<file path="config.mk">
export PLATFORM = sky130hd
export DESIGN_NAME = line_filter
export DESIGN_NICKNAME = d
export VERILOG_FILES = /design/src/rtl/line_filter.sv
export SDC_FILE = /design/constraint.sdc
export NUM_CORES = 1
export LEC_CHECK = 0
export BUFFER_PORTS_ARGS = -buffer_cell sky130_fd_sc_hd__buf_2
export CELL_PAD_IN_SITES_DETAIL_PLACEMENT = 1
export CELL_PAD_IN_SITES_GLOBAL_PLACEMENT = 2
export CORE_MARGIN = 2
export CORE_UTILIZATION = 30
export DETAILED_ROUTE_END_ITERATION = 12
export HOLD_SLACK_MARGIN = 0.08
export PLACE_DENSITY_LB_ADDON = 0.1
export RECOVER_POWER = 100
export SKIP_CTS_REPAIR_TIMING = 1
export SLEW_MARGIN = 15
export SYNTH_ARGS = -nofsm -noshare
export SYNTH_HDL_FRONTEND = slang
export SYNTH_SLANG_ARGS = --single-unit
</file>
<file path="constraint.sdc">
create_clock -name clk -period 4.1 [get_ports clk]
set_clock_uncertainty 0.2 [all_clocks]
set_input_delay 0.615 -clock clk [delete_from_list [all_inputs] [get_ports clk]]
set_output_delay 0.615 -clock clk [all_outputs]
set_load 0.05 [all_outputs]
</file>
<file path="src/rtl/line_filter.sv">
// line_filter: per-channel synchroniser and debounce filter with rise/fall strobes.
// Outputs flip only after THRESH consecutive ticked samples disagree with them.
module line_filter #(
   parameter int CHANNELS    = 1,
   parameter int THRESH      = 8,
   parameter int SYNC_STAGES = 2,
   parameter bit INIT        = 1'b0
) (
   input  logic                clk,
   input  logic                rst,
   input  logic [CHANNELS-1:0] line,
   input  logic                tick,
   input  logic                hold,
   output logic [CHANNELS-1:0] debounced,
   output logic [CHANNELS-1:0] rise,
   output logic [CHANNELS-1:0] fall,
   output logic                any_change
);
   localparam int CW = $clog2(THRESH + 1);
   logic [CHANNELS-1:0] s;
   logic [CHANNELS-1:0] flip;
   for (genvar c = 0; c < CHANNELS; c++) begin : g_ch
      logic [CW-1:0] cnt;
      if (SYNC_STAGES == 0) begin : g_nosync
         assign s[c] = line[c];
      end else begin : g_sync
         logic [SYNC_STAGES-1:0] sr;
         always_ff @(posedge clk)
            sr <= rst ? {SYNC_STAGES{INIT}} : SYNC_STAGES'({sr, line[c]});
         assign s[c] = sr[SYNC_STAGES-1];
      end
      assign flip[c] = tick & ~hold & (s[c] ^ debounced[c]) & (cnt == CW'(THRESH - 1));
      // Agreement or an accepted flip restarts the run; the increment saturates.
      always_ff @(posedge clk) begin
         if (rst || hold)
            cnt <= '0;
         else if (tick)
            cnt <= (s[c] == debounced[c] || flip[c]) ? '0 : (&cnt ? cnt : cnt + CW'(1));
      end
   end
   always_ff @(posedge clk) begin
      if (rst) begin
         debounced  <= {CHANNELS{INIT}};
         rise       <= '0;
         fall       <= '0;
         any_change <= 1'b0;
      end else begin
         debounced  <= debounced ^ flip;
         rise       <= flip & s;
         fall       <= flip & ~s;
         any_change <= |flip;
      end
   end
endmodule

</file>
==> impl_metrics.toml, run 1 <==
[power]
power.internal_mw = 0.157
power_frac_clock_pct = 44.8
worst_ir_drop_vdd_uv = 150
finalPower_mw = 0.200
power.static_leakage_nw = 0.197
netSwitchingPower_mw = 0.0434
switching_share_pct = 21.7
combPwrFrac_pct = 5.4
power.density_cell_area_mw_per_mm2 = 374
seq_power_share_pct = 49.8

[clock_network]
clock_insertion_delay_worst_skew_ns = 0.27
clock_sink_count = 10
tritoncts = "done"
worst_setup_hold_path_clk_slew_ns = 0.06
cts_max_path_buffers = 2
cts_made_buffers = 3
clock-root-buffer = "sky130_fd_sc_hd__clkbuf_4"
cts.htree.levels = 1

[yosys]
post_synth_inst_count = 46
yosys.cell_types.count = 25
yosysMostFrequentCell = "sky130_fd_sc_hd__dfxtp_1"
netlist_top_cells_area = "sky130_fd_sc_hd__dfxtp_1 (43%), sky130_fd_sc_hd__o2111ai_1 (5.7%), sky130_fd_sc_hd__nor2b_1 (4.1%)"
synth.avg_cell_area_sq_um = 10.0
ys_async_sr_fraction_pct = 0
synth_commonest_cells = "sky130_fd_sc_hd__dfxtp_1 (10), sky130_fd_sc_hd__nand2_1 (4), sky130_fd_sc_hd__a21oi_1 (3), sky130_fd_sc_hd__nor2b_1 (3), sky130_fd_sc_hd__o2111ai_1 (3)"
yosysTopAreaCellShare_pct = 43.5
syn_area_sq_um = 460
syn_nets = 52
number_of_synthesized_flops_with_an_enable_pin = 0
synthFlopType = "sky130_fd_sc_hd__dfxtp_1"
synth_seq_area_share_pct = 43.5
synth_warnings = 0
synth_top_area_cell = "sky130_fd_sc_hd__dfxtp_1"
ys_seq_elements = 10

[global_routing]
grt_pass1_wl_um = 1750
antenna_found_initial = 0
gr-total-overflow = 0
pin_count_of_the_biggest_net_entering_global_routing = 9
number_of_global_route_vias_before_repair = 392
global_route.usage.total_pct = 13.3

[critical_path]
crit_path_end_kind = "primary output"
timing.critical_path.slowest_cell_delay_ns = 0.49
critical_path.n_buffers_inverters = 1
timing.critical_path.max_delay_family = "buffers and inverters"
startpoint_type = "register"
worst_path_max_delay_cell = "sky130_fd_sc_hd__clkbuf_1"
crit_chain = "clkbuf_1"
worst_ep_required_time_ns = 3.28
worstPathArrival_ns = 1.16
crit_type = "register to primary output"
cp_max_fo = 5

[timing]
final_critical_path_setup_slack_ns = 2.12
drv_slew = 0
timing_hold_violations_final = 0
fin_crit_ns = 1.98
final_min_period_over_clock_period_pct = 48.2
setup-violations-final = 0
tns_ns = 0
fmax_ghz = 0.506
transition_time_at_the_pin_with_the_least_slew_margin_ns = 0.605
rsz0062_at_grt = "no"
slew_headroom_pct = 59.9

[detailed_routing]
finalWirelength_um = 967
avgViaCountPerCell = 5.30
per_cell_routed_wire_length_um = 13.1
route.detailed.drc = 0
drt_iter0_markers = 7
final_antenna_net_count = 0
drt_pre_antenna_iters = 4
vias = 392

[die]
io-pin-count = 9
floorplan.initialDensity_pct = 31.3
die_x_um = 43.2
core-area_sq_mm = 0.00147
core.rowCount = 14
die_area_sq_mm = 0.00186
fp.dieH_um = 43.2

[hold_path]
hold_path_class = "register to register"

[cells_and_area]
count_of_antenna_diodes_in_the_layout = 0
fin_util_pct = 36.4
areaGrowthSynthToFinish_pct = 16.3
final.fill_count = 184
layout-drive-gt1-share_pct = 17.2
nNetsFinal = 65
stdcell_count = 74

[run_status]
status = "finished, final reports clean"

[place]
port-buffer-count = 8
place_ws_ns = 2.43
dp_cells = 70
gp_congestion = 0.762
total_half_perimeter_wirelength_after_legalization_and_detailed_placement_um = 725

[job]
cap_viol_max_count = 0
## power groups by stage
| stage | combinational [mW] | clock [mW] | sequential [mW] |
|---|---|---|---|
| after detailed placement | 0.0115 | 0 | 0.102 |
| final | 0.0109 | 0.0897 | 0.0997 |
| after CTS | 0.0116 | 0.0936 | 0.0998 |
| after global routing | 0.0126 | 0.100 | 0.0999 |
| after floorplan | 0.00647 | 0 | 0.102 |
| after global placement | 0.0112 | 0 | 0.102 |
## kinds of logic (layout without fill, tap and decap cells)
logic type / count (synthesis) / in the layout / synth area share (%)
compound gates: 12 / 12 / 20.4
xor+xnor: 2 / 2 / 5.44
fa+ha+maj: 1 / 1 / 2.72
buf+inv: 2 / 14 / 1.63
flops: 10 / 10 / 43.5
mux: 1 / 1 / 2.17
simple gates: 18 / 18 / 24.2
## area by class of cell
class	instances	area, sq um	share of cell area, %
clock buffers	4	36.3	6.78
multi-input cells	34	238	44.4
well taps	16	20.0	3.74
flip-flops and latches	10	200	37.4
inverters	2	7.51	1.40
repair buffers	8	33.8	6.31
## sequential cells by signal (all words and copies together) (netlist names)
signal / flops
any_change: 1
rise: 1
g_ch.g_sync.sr: 2
g_ch.cnt: 4
fall: 1
debounced: 1
## layout by cell type (no fill, tap or decap), drive strengths merged
master   count
o2111ai      3
and4         1
a21oi        3
nor3b        2
buf          3
a22oi        1
and3         1
nand3b       1
mux2i        1
nand3        1
nor2b        3
or2          2
a41oi        1
ha           1
clkbuf       9
o21ai        2
inv          2
nand4b       1
dfxtp       10
nor2         1
xor2         2
a211oi       1
o22ai        1
nand2        4
and4b        1
## path summary, 6_finish.rpt
path                            cells past startpoint              endpoint            startpoint  slack, ns
worst min-delay path                                1  g_ch[0].g_sync.sr[1]  g_ch[0].g_sync.sr[0]       0.25
worst min register to register                      1  g_ch[0].g_sync.sr[1]  g_ch[0].g_sync.sr[0]       0.25
worst max register to register                      3        g_ch[0].cnt[3]             debounced       2.54
worst max-delay path                                1             debounced             debounced       2.12
## metrics by stage
| step | area [sq um] | hold slack (ns) |
|---|---|---|
| finish | 536 | 0.245 |
| detailed placement | 520 | 0.231 |
| CTS | 557 | 0.251 |
| global placement | 520 | 0.223 |
| floorplan | 460 | 0.214 |
| global route | 536 | 0.266 |
## per-layer routing
metal	vias to the layer above	GRT usage (%)	part of all wire (%)
met5	-	0	0
met4	0	9.09	2.6
met3	4	5.11	5.5
met2	10	20.3	48
met1	181	15.1	44
li1	197	-	-
Power figures use the tool's default switching activity.
==> run 2: changes to the inputs <==
--- a/config.mk
+++ b/config.mk
@@ -5,11 +5,12 @@
 export SDC_FILE = /design/constraint.sdc
 export NUM_CORES = 1
 export LEC_CHECK = 0
+export ABC_AREA = 1
 export BUFFER_PORTS_ARGS = -buffer_cell sky130_fd_sc_hd__buf_2
 export CELL_PAD_IN_SITES_DETAIL_PLACEMENT = 1
 export CELL_PAD_IN_SITES_GLOBAL_PLACEMENT = 2
 export CORE_MARGIN = 2
-export CORE_UTILIZATION = 30
+export CORE_UTILIZATION = 27
 export DETAILED_ROUTE_END_ITERATION = 12
 export HOLD_SLACK_MARGIN = 0.08
 export PLACE_DENSITY_LB_ADDON = 0.1
==> constraint.sdc (replaced) <==
create_clock -name clk -period 2 [get_ports clk]
set_clock_uncertainty 0.2 [all_clocks]
set_input_delay 0.3 -clock clk [delete_from_list [all_inputs] [get_ports clk]]
set_output_delay 0.3 -clock clk [all_outputs]
set_load 0.05 [all_outputs]
==> run 2 against run 1 <==
Net effect: wire length decreased by 5.3%; sequential share of layout area is 0.71 points higher; clock power increased by 48%; first-iteration DRC count fell by 14%; combinational power increased by 140%; total power up 82%; die area increased by 8.2%; sequential power increased by 110%; register-to-register slack got worse by 2.1 ns; count of clock-buffer cells in the layout is 1 lower; synthesized area decreased by 1.9%.
==> impl_metrics.toml, run 2 <==
[hold_path]
hold_path_class = "primary input to register"
hold_start = "rst"

[die]
core-area_sq_mm = 0.00154
die_x_um = 44.9
io-pin-count = 9
fp.dieH_um = 44.9
die_area_sq_mm = 0.00202
core.rowCount = 14
floorplan.initialDensity_pct = 29.3

[global_routing]
gr-total-overflow = 0
pin_count_of_the_biggest_net_entering_global_routing = 9
global_route.usage.total_pct = 11.0
antenna_found_initial = 0
number_of_global_route_vias_before_repair = 363
grt_pass1_wl_um = 1480

[cells_and_area]
areaGrowthSynthToFinish_pct = 16.3
count_of_antenna_diodes_in_the_layout = 0
nNetsFinal = 82
top_register = "g_ch.cnt"
leading_cell_types_in_the_layout_fill_and_taps_excluded = "sky130_fd_sc_hd__nor2_1 (15), sky130_fd_sc_hd__nand2_1 (11), sky130_fd_sc_hd__dfxtp_1 (10), sky130_fd_sc_hd__inv_1 (8), sky130_fd_sc_hd__nand3_1 (8)"
largest_register_ffs = 4
layout-drive-gt1-share_pct = 12.2
stdcell_count = 90
most_common_library_cell_in_the_layout_ignoring_fill_and_taps = "sky130_fd_sc_hd__nor2_1"
top_regs = "g_ch.cnt (4), g_ch.g_sync.sr (2)"
fin_util_pct = 34.1

[yosys]
synth_warnings = 0
ys_async_sr_fraction_pct = 0
syn_nets = 69
yosysMostFrequentCell = "sky130_fd_sc_hd__nor2_1"
yosysTopAreaCellShare_pct = 44.3
synthFlopType = "sky130_fd_sc_hd__dfxtp_1"
yosys.cell_types.count = 16
synth.avg_cell_area_sq_um = 7.17
synth_seq_area_share_pct = 44.3
syn_area_sq_um = 452
synth_commonest_cells = "sky130_fd_sc_hd__nor2_1 (14), sky130_fd_sc_hd__nand2_1 (11), sky130_fd_sc_hd__dfxtp_1 (10)"
synth_top_area_cell = "sky130_fd_sc_hd__dfxtp_1"
ys_seq_elements = 10
number_of_synthesized_flops_with_an_enable_pin = 0
netlist_top_cells_area = "sky130_fd_sc_hd__dfxtp_1 (44%), sky130_fd_sc_hd__nor2_1 (12%), sky130_fd_sc_hd__nand2_1 (9.1%)"
post_synth_inst_count = 63

[power]
power.density_cell_area_mw_per_mm2 = 693
worst_ir_drop_vdd_uv = 393
power.static_leakage_nw = 0.230

[timing]
timing_hold_violations_final = 0
slew_headroom_pct = 60.9
final_min_period_over_clock_period_pct = 80.6
fmax_ghz = 0.621
drv_slew = 0
tns_ns = 0
transition_time_at_the_pin_with_the_least_slew_margin_ns = 0.589
final_critical_path_setup_slack_ns = 0.389
fin_crit_ns = 1.61
setup-violations-final = 0
rsz0062_at_grt = "no"

[detailed_routing]
route.detailed.drc = 0
avgViaCountPerCell = 4.50
drt_pre_antenna_iters = 2
drt_iter0_markers = 6
per_cell_routed_wire_length_um = 10.2
vias = 405
final_antenna_net_count = 0
finalWirelength_um = 916

[clock_network]
tritoncts = "done"
worst_setup_hold_path_clk_slew_ns = 0.06
clock_sink_count = 10
cts_max_path_buffers = 2
clock_insertion_delay_worst_skew_ns = 0.26
clock-root-buffer = "sky130_fd_sc_hd__clkbuf_4"
cts_made_buffers = 3
cts.htree.levels = 1

[critical_path]
crit_chain = "clkbuf_1"
startpoint_type = "register"
worstPathArrival_ns = 1.11
cp_max_fo = 3
crit_type = "register to primary output"
crit_path_start = "debounced"
crit_path_end_kind = "primary output"
worst_ep_required_time_ns = 1.50
worst_r2r_startpoint = "g_ch[0].cnt[0]"
worst_path_max_delay_cell = "sky130_fd_sc_hd__clkbuf_1"
critical_path.n_buffers_inverters = 1
timing.critical_path.max_delay_family = "buffers and inverters"
timing.critical_path.slowest_cell_delay_ns = 0.48

[place]
gp_congestion = 0.741
port-buffer-count = 8
total_half_perimeter_wirelength_after_legalization_and_detailed_placement_um = 716
dp_cells = 86
place_ws_ns = 0.445

[job]
cap_viol_max_count = 0

[run_status]
status = "finished, final reports clean"
run 2: changes by cell type after synthesis, moves of 2 or more:
cell	before	now
sky130_fd_sc_hd__nor2_1	1	14
sky130_fd_sc_hd__nand2_1	4	11
sky130_fd_sc_hd__nand3_1	1	8
sky130_fd_sc_hd__inv_1	2	8
sky130_fd_sc_hd__a21oi_1	3	0
sky130_fd_sc_hd__nor2b_1	3	0
sky130_fd_sc_hd__o2111ai_1	3	0
sky130_fd_sc_hd__nor2_2	0	2
sky130_fd_sc_hd__nor3b_1	2	0
sky130_fd_sc_hd__or2_2	2	0
run 2: worst paths after layout:
kind / to / slack (ns) / cells past startpoint
hold / removal: debounced / 0.09 / 2
setup reg to reg: debounced / 0.40 / 7
setup / recovery: debounced / 0.39 / 1
hold reg to reg: g_ch[0].g_sync.sr[1] / 0.20 / 2
run 2: stage by stage:
stage               power, mW  instance area (sq um)  hold WS (ns)
global route            0.388                    526        0.0946
finish                  0.364                    526        0.0913
floorplan               0.226                    452         0.171
global placement        0.236                    507         0.198
detailed placement      0.235                    507         0.199
CTS                     0.371                    529        0.0405
run 2: cell type report:
cell class	instances	area, sq um
inverters	8	30.0
flip-flops and latches	10	200
multi-input cells	44	208
fillers	214	1020
repair buffers	9	45.0
well taps	16	20.0
clock buffers	3	22.5
run 2: logic make-up after synthesis:
family / count (synthesis) / synth area share (%)
AO/OA/AOI/OAI: 1 / 1.11
buffers and inverters: 9 / 7.76
flip-flops: 10 / 44.3
AND/OR/NAND/NOR: 41 / 42.1
adder cells (fa/ha/maj): 1 / 2.77
XOR/XNOR: 1 / 1.94
run 2: power breakdown:
part           switching [mW]  leakage, nW  total [mW]  internal [mW]
logic                  0.0150        0.135      0.0257         0.0107
clock network          0.0634       0.0138       0.133         0.0693
registers             0.00265       0.0812       0.206          0.203
run 2: routing by layer:
layer	vias to the layer above	share of wire (%)	global-route usage (%)
met3	2	6.6	7.20
met1	176	49	12.6
met5	-	0	0
met2	8	43	15.9
li1	219	-	-
met4	0	1.1	5.29
==> run 3: changes to the inputs <==
--- a/config.mk
+++ b/config.mk
@@ -10,7 +10,7 @@
 export CELL_PAD_IN_SITES_DETAIL_PLACEMENT = 1
 export CELL_PAD_IN_SITES_GLOBAL_PLACEMENT = 2
 export CORE_MARGIN = 2
-export CORE_UTILIZATION = 27
+export CORE_UTILIZATION = 24
 export DETAILED_ROUTE_END_ITERATION = 12
 export HOLD_SLACK_MARGIN = 0.08
 export PLACE_DENSITY_LB_ADDON = 0.1
==> constraint.sdc (replaced) <==
create_clock -name clk -period 1.37 [get_ports clk]
set_clock_uncertainty 0.2 [all_clocks]
set_input_delay 0.2055 -clock clk [delete_from_list [all_inputs] [get_ports clk]]
set_output_delay 0.2055 -clock clk [all_outputs]
set_load 0.05 [all_outputs]
==> run 3 against run 2 <==
Net effect: the flow now finishes with violations (negative hold slack, negative setup slack); die area grew 11%; sequential power grew 45%; design area grew 36%; total power grew 78%; cell count grew 24%; worst setup slack lost 0.45 ns; hold slack lost 0.11 ns; register-to-register slack lost 0.46 ns.
==> impl_metrics.toml, run 3 (synthesis gave the netlist of run 2 again) <==
[die]
core.rowCount = 15
io-pin-count = 9
core-area_sq_mm = 0.00175
die_area_sq_mm = 0.00224
fp.dieH_um = 47.4
floorplan.initialDensity_pct = 25.9
die_x_um = 47.4

[clock_network]
tritoncts = "done"
cts.htree.levels = 1
worst_setup_hold_path_clk_slew_ns = 0.09
clock_sink_count = 10
cts_made_buffers = 3
clock-root-buffer = "sky130_fd_sc_hd__clkbuf_4"
clock_insertion_delay_worst_skew_ns = 0.29
cts_max_path_buffers = 2

[critical_path]
worst_path_max_delay_cell = "sky130_fd_sc_hd__dfxtp_2"
startpoint_type = "register"
worst_ep_required_time_ns = 1.39
crit_path_end_kind = "register"
crit_path_start = "g_ch[0].cnt[0]"
crit_type = "register to register"
crit_chain = "ha_4, nand4_1, buf_4, nand3_2, nand2_2, nor2_1"
timing.critical_path.max_delay_family = "simple AND/OR/NAND/NOR gates"
worst_r2r_startpoint = "g_ch[0].cnt[0]"
critical_path.n_buffers_inverters = 1
timing.critical_path.slowest_cell_delay_ns = 0.36
cp_max_fo = 5
worstPathArrival_ns = 1.45

[global_routing]
number_of_global_route_vias_before_repair = 397
gr-total-overflow = 0
pin_count_of_the_biggest_net_entering_global_routing = 9
global_route.usage.total_pct = 11.8
antenna_found_initial = 0
grt_pass1_wl_um = 1750

[cells_and_area]
count_of_antenna_diodes_in_the_layout = 0
stdcell_count = 112
most_common_library_cell_in_the_layout_ignoring_fill_and_taps = "sky130_fd_sc_hd__nor2_1"
nNetsFinal = 94
fin_util_pct = 40.9
top_register = "g_ch.cnt"
areaGrowthSynthToFinish_pct = 57.9
final.fill_count = 224
layout-drive-gt1-share_pct = 50.6
top_regs = "g_ch.cnt (4), g_ch.g_sync.sr (2)"
largest_register_ffs = 4
leading_cell_types_in_the_layout_fill_and_taps_excluded = "sky130_fd_sc_hd__nor2_1 (12), sky130_fd_sc_hd__buf_4 (11), sky130_fd_sc_hd__nand2_1 (8), sky130_fd_sc_hd__dfxtp_1 (7)"

[hold_path]
hold_start = "rst"
hold_path_class = "primary input to register"

[timing]
hold_slack_ns = -0.0209
final_min_period_over_clock_period_pct = 104
fmax_ghz = 0.700
final_critical_path_setup_slack_ns = -0.0585
rsz0062_at_grt = "yes"
drv_slew = 0
timing_hold_violations_final = 5
setup-violations-final = 3
transition_time_at_the_pin_with_the_least_slew_margin_ns = 0.344
fin_crit_ns = 1.43
slew_headroom_pct = 77.0

[job]
cap_viol_max_count = 0

[power]
combPwrFrac_pct = 8.7
seq_power_share_pct = 46.1
finalPower_mw = 0.648
power.density_cell_area_mw_per_mm2 = 909
netSwitchingPower_mw = 0.165
power_frac_clock_pct = 45.2
worst_ir_drop_vdd_uv = 430
power.internal_mw = 0.483
power.static_leakage_nw = 0.324
switching_share_pct = 25.5

[detailed_routing]
final_antenna_net_count = 0
drt_iter0_markers = 6
drt_pre_antenna_iters = 2
avgViaCountPerCell = 4.26
per_cell_routed_wire_length_um = 10.4
finalWirelength_um = 1160
vias = 477
route.detailed.drc = 0

[place]
dp_cells = 103
gp_congestion = 0.694
total_half_perimeter_wirelength_after_legalization_and_detailed_placement_um = 828
place_ws_ns = -0.0659
port-buffer-count = 8

[run_status]
violations_in_the_final_reports = "negative hold slack, negative setup slack"
status = "finished, violations left"
## run 3: layer usage
metal  up-vias  GRT usage [%]  wire length (um)
met5         -              0                 0
met3         4           3.46                37
li1        246              -                 -
met1       219           16.2               593
met4         0           10.0                27
met2         8           14.6               502
## run 3: power by group through the flow
stage	registers, mW	logic [mW]	clock network [mW]
after floorplan	0.305	0.0245	0
after global placement	0.306	0.0449	0
after detailed placement	0.306	0.0450	0
after CTS	0.299	0.0452	0.294
after global routing	0.300	0.0638	0.315
final	0.299	0.0564	0.293
## run 3: path summary, 6_finish.rpt
path / to / slack (ns) / cells after the start
worst max-delay path: g_ch[0].cnt[0] / -0.06 / 6
worst min-delay path: debounced / -0.02 / 2
worst max register to register: g_ch[0].cnt[0] / -0.06 / 6
worst min register to register: rise / 0.36 / 3
## run 3: metrics by stage
stage          setup TNS, ns  area, sq um
6_report              -0.116          713
5_1_grt               -0.526          713
4_1_cts               -0.343          636
3_5_place_dp          -0.268          599
3_3_place_gp          -0.173          599
2_1_floorplan        -0.0116          473
## run 3: layout make-up
class / count / area, sq um / share of cell area, %
Clock buffer: 4 / 36.3 / 5.09
Inverter: 8 / 30.0 / 4.21
Multi-Input combinational cell: 44 / 267 / 37.4
Sequential cell: 10 / 206 / 28.9
Tap cell: 25 / 31.3 / 4.39
Timing Repair Buffer: 21 / 143 / 20.0
